===== config.mk =====
export PLATFORM = sky130hd
export DESIGN_NAME = pipe_hazard_ctrl
export DESIGN_NICKNAME = d
export VERILOG_FILES = /design/src/rtl/pipe_hazard_ctrl.sv
export SDC_FILE = /design/constraint.sdc
export NUM_CORES = 1
export LEC_CHECK = 0
export ABC_CLOCK_PERIOD_IN_PS = 2800
export CORE_ASPECT_RATIO = 2
export CORE_MARGIN = 2
export CORE_UTILIZATION = 30
export CTS_CLUSTER_DIAMETER = 40
export DETAILED_ROUTE_END_ITERATION = 6
export HOLD_SLACK_MARGIN = 0.02
export SYNTH_ARGS = -nofsm -noshare
export SYNTH_HDL_FRONTEND = slang
export SYNTH_SLANG_ARGS = --single-unit

===== constraint.sdc =====
create_clock -name clk -period 2.8 [get_ports clk]
set_clock_uncertainty 0.1 [all_clocks]
set_input_delay 0.28 -clock clk [delete_from_list [all_inputs] [get_ports clk]]
set_output_delay 0.28 -clock clk [all_outputs]
set_load 0.005 [all_outputs]

===== src/rtl/pipe_hazard_ctrl.sv =====
// Pipeline hazard controller: load-use bubbles, multi-cycle MDU stalls,
// branch flushes and data-memory freezes, with stall/flush performance counters.
module pipe_hazard_ctrl #(
  parameter int unsigned CNT_W = 16
) (
  input  logic             clk,
  input  logic             rst,
  input  logic [31:0]      inst_id,
  input  logic [4:0]       ex_rd,
  input  logic             ex_mem_read,
  input  logic             ex_mdu,
  input  logic             branch_taken,
  input  logic             mdu_done,
  input  logic             dmem_stall,
  input  logic             cnt_clr,
  output logic             pc_hold,
  output logic             ifid_hold,
  output logic             idex_hold,
  output logic             exmem_hold,
  output logic             ifid_flush,
  output logic             idex_flush,
  output logic             exmem_flush,
  output logic             mdu_start,
  output logic [CNT_W-1:0] stall_cnt,
  output logic [CNT_W-1:0] flush_cnt
);

  typedef enum logic {RUN, MDU_WAIT} state_t;

  state_t           r_state;
  state_t           w_next_state;
  logic             r_done_pending;
  logic             w_next_pending;
  logic             w_branch_flush;
  logic [CNT_W-1:0] r_stall_cnt;
  logic [CNT_W-1:0] r_flush_cnt;

  logic [6:0] w_opcode;
  logic [4:0] w_rs1;
  logic [4:0] w_rs2;
  logic       w_use_rs1;
  logic       w_use_rs2;
  logic       w_load_use;

  assign w_opcode = inst_id[6:0];
  assign w_rs1    = inst_id[19:15];
  assign w_rs2    = inst_id[24:20];

  // LUI, AUIPC and JAL carry no rs1; only R-type, stores and branches read rs2.
  assign w_use_rs1 = !((w_opcode == 7'b0110111) || (w_opcode == 7'b0010111) ||
                       (w_opcode == 7'b1101111));
  assign w_use_rs2 = (w_opcode == 7'b0110011) || (w_opcode == 7'b0100011) ||
                     (w_opcode == 7'b1100011);

  assign w_load_use = ex_mem_read && (ex_rd != '0) &&
                      ((w_use_rs1 && (ex_rd == w_rs1)) || (w_use_rs2 && (ex_rd == w_rs2)));

  always_comb begin
    pc_hold        = 1'b0;
    ifid_hold      = 1'b0;
    idex_hold      = 1'b0;
    exmem_hold     = 1'b0;
    ifid_flush     = 1'b0;
    idex_flush     = 1'b0;
    exmem_flush    = 1'b0;
    mdu_start      = 1'b0;
    w_branch_flush = 1'b0;
    w_next_state   = r_state;
    w_next_pending = r_done_pending;
    if (!rst) begin
      unique case (r_state)
        RUN: begin
          if (dmem_stall) begin
            pc_hold    = 1'b1;
            ifid_hold  = 1'b1;
            idex_hold  = 1'b1;
            exmem_hold = 1'b1;
          end else if (ex_mdu) begin
            mdu_start    = 1'b1;
            pc_hold      = 1'b1;
            ifid_hold    = 1'b1;
            idex_hold    = 1'b1;
            exmem_flush  = 1'b1;
            w_next_state = MDU_WAIT;
          end else if (branch_taken) begin
            ifid_flush     = 1'b1;
            idex_flush     = 1'b1;
            w_branch_flush = 1'b1;
          end else if (w_load_use) begin
            pc_hold    = 1'b1;
            ifid_hold  = 1'b1;
            idex_flush = 1'b1;
          end
        end
        MDU_WAIT: begin
          if ((mdu_done || r_done_pending) && !dmem_stall) begin
            w_next_state   = RUN;
            w_next_pending = 1'b0;
          end else if (dmem_stall) begin
            pc_hold    = 1'b1;
            ifid_hold  = 1'b1;
            idex_hold  = 1'b1;
            exmem_hold = 1'b1;
            if (mdu_done) w_next_pending = 1'b1;
          end else begin
            pc_hold     = 1'b1;
            ifid_hold   = 1'b1;
            idex_hold   = 1'b1;
            exmem_flush = 1'b1;
          end
        end
        default: w_next_state = RUN;
      endcase
    end
  end

  always_ff @(posedge clk or posedge rst) begin
    if (rst) begin
      r_state        <= RUN;
      r_done_pending <= 1'b0;
    end else begin
      r_state        <= w_next_state;
      r_done_pending <= w_next_pending;
    end
  end

  always_ff @(posedge clk or posedge rst) begin
    if (rst) begin
      r_stall_cnt <= '0;
      r_flush_cnt <= '0;
    end else if (cnt_clr) begin
      r_stall_cnt <= '0;
      r_flush_cnt <= '0;
    end else begin
      if (pc_hold && (r_stall_cnt != '1)) r_stall_cnt <= r_stall_cnt + 1'b1;
      if (w_branch_flush && (r_flush_cnt != '1)) r_flush_cnt <= r_flush_cnt + 1'b1;
    end
  end

  assign stall_cnt = r_stall_cnt;
  assign flush_cnt = r_flush_cnt;

endmodule


Word-level counts from Yosys, hierarchy flattened
Cells that the tools add are included.

storage, ports and cells
  flip-flop bits (word level) = 34
  bits in latches = 0
  RAM bits = 0
  ROM bits = 0
  input port bits = 45
  output and inout port bits = 40
  word-level logic and storage cells = 79
  memories = 0

operators by class
  $add $sub $neg = 2
  $mul = 0
  divide/modulo/power cells = 0
  order comparisons = 0
  eq/ne operators = 10
  shift operators = 0
  muxes and demuxes = 40
  bitwise gates (word level) = 2
  reductions and logical operators = 21

operators by type and width
  cell                   count
  $mux 16                4
  $add 16x1->16 const B  2
  $ne 16x16->1 const B   2
  $mux 1                 31
  $eq 7x6->1 const B     3
  $eq 7x7->1 const B     2
  $eq 5x5->1             2
  $pmux 1 s2             5
  $reduce_bool 2->1      4
  $eq 7x5->1 const B     1
  $logic_and 1x1->1      7
  $logic_or 1x1->1       6
  $reduce_bool 5->1      1
  $reduce_and 4->1       1
  $logic_not 1->1        2
  $not 1->1              2

Logic depth before layout (Yosys ltp)
  depth in word-level cells = 16
  gate-level depth with buffers = 9
  depth with buffers taken out = 6

Worst setup path before layout
Ideal clock, no wire load.

  kind = input to output
  from = in ex_rd[1]
  to = out pc_hold
  data arrival time = 1,767 ps
  data required time = 2,420 ps
  path slack = 653 ps
  cell stages on the path = 8
  path buffers = 3
  cells stage by stage = or4_1 -> o21ai_2 -> nor4_1 -> a211oi_2 -> buf_6 -> buf_4 -> inv_1 -> buf_4

between the ends
  longest elaborated chain between the ends = 10
  elaborated cells on any way between the ends = 14
  those cells by class = 2 x eq/ne; 6 x mux; 6 x reduce/logical

RTL lines
  what                      RTL line  RTL
  start: declaration        9         input logic [4:0] ex_rd,
  $eq 5x5->1                56        ((w_use_rs1 && (ex_rd == w_rs1)) || (w_use_rs2 && (ex_rd == w_rs2)));
  $logic_and 1x1->1         56
  $logic_or 1x1->1          56
  $logic_and 1x1->1 (*)     55        assign w_load_use = ex_mem_read && (ex_rd != '0) &&
  $mux 1 (*) (4 in series)  --
  $pmux 1 s2 (*)            --
  $mux 1 (*)                --
  end: declaration          16        output logic pc_hold,

Mark *: on every way between the ends. The rest lies on a longest branch, timed or not.

Final worst setup path
  from = in ex_rd[1]
  to = out idex_flush

between the ends
  longest elaborated chain between the ends = 10
  elaborated cells on any way between the ends = 14
  those cells by class = 2 x eq/ne; 6 x mux; 6 x reduce/logical

RTL lines
  what                   RTL line  RTL
  $eq 5x5->1             56
  $logic_and 1x1->1      56
  $logic_or 1x1->1       56
  $logic_and 1x1->1 (*)  55
  $mux 1 (*)             89        end else if (w_load_use) begin
  $mux 1 (*)             85        end else if (branch_taken) begin
  $mux 1 (*)             78        end else if (ex_mdu) begin
  $mux 1 (*)             73        if (dmem_stall) begin
  $mux 1 (*)             71        unique case (r_state)
  $mux 1 (*)             70        if (!rst) begin
  end: declaration       21        output logic idex_flush,

Marks and branches as above.

==> reports/qor.csv <==
metric;value;unit
setup_viol;0;
worstPathArrival;2.30;ns
met2_usage;28.29;%
ir_drop;0.3616;mV
slowest_delay;0.55;ns
coreArea;0.006887;mm²
ys_async_sr_fraction;100.0;%
synth_nets;287;
ios;85;
initial_utilization;30.69;%
cts_tree;built;
cp_max_fo;3;
internal_power;0.9752;mW
slew_violations;0;
synth.distinct_cells;42;
pwr-share-comb;16.3;%
hold_path_class;flop to flop;
synth_edf_count;0;
clock_path_buffers;2;
fin_crit;2.679;ns
min_period_over_period;95.68;%
die_w;63.35;µm
pwr-share-seq;40.9;%
worst_setup_path_start_kind;primary input;
switching_share;25.26;%
placedCellCount;399;
grt_max_degree;36;
avgSynthCellArea;8.805;µm²
clk_pin_slew;0.05;ns
crit_type;primary input to output pin;
area_delta_synth_final;47.07;%
p_per_area;419.8;mW/mm²
num_rows;43;
busiest_layer;met2;
slowest_stage;or4_1;
n_fill_cell;725;
global_route.usage.met3;4.491;%
die-area;0.007772;mm²
yosysMostFrequentCell;dfrtp_1;
finish.utilization;45.13;%
gp_congestion;0.7721;
hold_viol;0;
yosysTopAreaCell;dfrtp_1;
p_total;1.305;mW
ys_top_cells_by_area;dfrtp_1 (40%), nor2_1 (5.5%), xor2_1 (5.0%);
slew_headroom;65.40;%
max_freq;0.3733;GHz
final_nets;364;
syn_inst;240;
grt_pass1_wl;9190;µm
synth-main-ff-cell;dfrtp_1;
dp_hpwl;4271;µm
cpLargestDelayFamily;buffers and inverters;
synth_area;0.002113;mm²
drv_cap;0;
diodes;0;
clk-insertion-delay-late;0.28;ns
cts-buffers-inserted;5;
p_clk_share;42.8;%
cts.sinks;34;
htreeDepth;2;
dr_total_vias;2068;
antenna_found_initial;0;
portBuffers;69;
grt_pass1_vias;1956;
rsz0062_at_grt;no;
max_slew.worst_pin.slew;0.5189;ns
ys_ff_latch;34;
antenna_left;0;
root_buffer;clkbuf_16;
wl_per_cell;14.20;µm
yosys_warnings;0;
worstPathRequired;2.42;ns
dr.pass1.iters;4;
wl;5794;µm
overflow;0;
p_sw;0.3296;mW
viasPerCell;5.069;
yosys.area.top_type_share;40.26;%
instances_no_fill;408;
drive_above_1_share;8.805;%
drt-initial-drc-count;93;
yosysSeqAreaShare;40.26;%
route.detailed.drc;0;
outcome;finished, final reports clean;
worstSetupEndpointType;output pin;
synthTopCellsByCount;dfrtp_1 (34), nor2_1 (31), a21oi_1 (18), nand3_1 (13);
cp_num_buf_inv;4;
fp.dieH;122.7;µm
grt_usage;15.31;%
gr-usage-met1;14.83;%
path_cells;clkdlybuf4s50_1 -> or4_1 -> o21ai_2 -> buf_4 -> buf_4 -> nor2_1 -> o21a_1 -> clkdlybuf4s50_1;
p_leak;1.232;nW
-- registers in the layout (all words and copies together), names as in the netlist --
signal          cells
stall_cnt          16
r_state             1
r_done_pending      1
flush_cnt          16
-- per-layer routing --
layer,routed length (µm),up-vias
met5,0,-
met4,151,0
met3,349,8
met2,3176,50
met1,2117,993
li1,-,1017
-- what timing repair did --
item | 4_1_cts | 5_1_grt
setup buffers | 0 | 1
hold buffers | 0 | 0
gates resized for setup | 1 | 2
pin swaps | 1 | 1
setup endpoints to repair | 2 | 3
-- path summary, 6_finish.rpt --
path | startpoint | endpoint | slack (ns) | cells past startpoint
setup / recovery | ex_rd[1] | idex_flush | 0.12 | 8
hold / removal | r_done_pending$_DFFE_PP0P_ | r_done_pending$_DFFE_PP0P_ | 0.46 | 2
setup reg to reg | r_done_pending$_DFFE_PP0P_ | stall_cnt[15]$_DFFE_PP0P_ | 0.45 | 7
hold reg to reg | r_done_pending$_DFFE_PP0P_ | r_done_pending$_DFFE_PP0P_ | 0.46 | 2
max in group asynchronous | rst | stall_cnt[1]$_DFFE_PP0P_ | 1.75 | 4
min in group asynchronous | rst | r_state$_DFFE_PP0N_ | 0.53 | 4
-- through the flow --
stage / worst slack, ns / hold slack, ns / cell area, µm² / setup TNS, ns
after CTS: 0.01159 / 0.4638 / 3095 / 0
after global routing: 0.04017 / 0.5152 / 3108 / 0
after floorplan: 0.6528 / 0.3137 / 2113 / 0
after detailed placement: -0.04558 / 0.4507 / 2948 / -0.09315
after global placement: -0.02735 / 0.4309 / 2948 / -0.05409
final: 0.1210 / 0.4558 / 3108 / 0
-- layout by cell type, fill, tap and decap left out, types with 2 or more instances in the layout --
cell	n
clkdlybuf4s50_1	67
dfrtp_1	34
nor2_1	31
a21oi_1	18
buf_4	14
nand3_1	13
nand4_1	12
xor2_1	12
nand2_1	11
xnor2_1	11
o21ai_0	11
and3_1	7
or3_1	7
or4_1	7
o31ai_1	6
nor3_1	5
inv_1	5
clkbuf_16	5
nor2b_1	4
and4_1	3
nor4_1	3
and2_1	3
mux2_1	3
mux2i_1	2
nor3b_1	2
ha_1	2
dlymetal6s2s_1	2
-- power groups by stage --
stage          Sequential (mW)  Combinational, mW  Clock [mW]
2_1_floorplan            0.527              0.124           0
3_3_place_gp             0.541              0.212           0
3_5_place_dp             0.542              0.214           0
4_1_cts                  0.534              0.216       0.574
5_1_grt                  0.539              0.235       0.594
6_report                 0.534              0.213       0.558
-- final cells by class --
class                      count  area, µm²  share of cell area, %
clock buffer                   7      142.6                  4.589
timing repair buffer          83      800.8                  25.76
multi-input combinational    187       1174                  37.76
sequential                    34      850.8                  27.38
clock inverter                 1      5.005                 0.1610
tap                           90      112.6                  3.623
inverter                       6      22.52                 0.7246
-- tightest hold or removal path: cells and delay by family, from the launching register on --
| kind | cells | cell delay (ns) |
|---|---|---|
| compound gates | 2 | 0.16 |
| flops | 1 | 0.36 |
-- kinds of logic (layout without fill, tap and decap cells) --
kind of cell               after synthesis  in the layout  share of synthesized area [%]
AOI/OAI and AO/OA                       43             43                          12.43
xor gates and xnor gates                23             23                          9.532
muxes                                    5              5                          2.546
DFF                                     34             34                          40.26
buffers and inverters                   19             97                          4.203
and+or+nand+nor                        114            114                          29.84
adders and majority gates                2              2                          1.184
(Power assumes the default switching activity.)
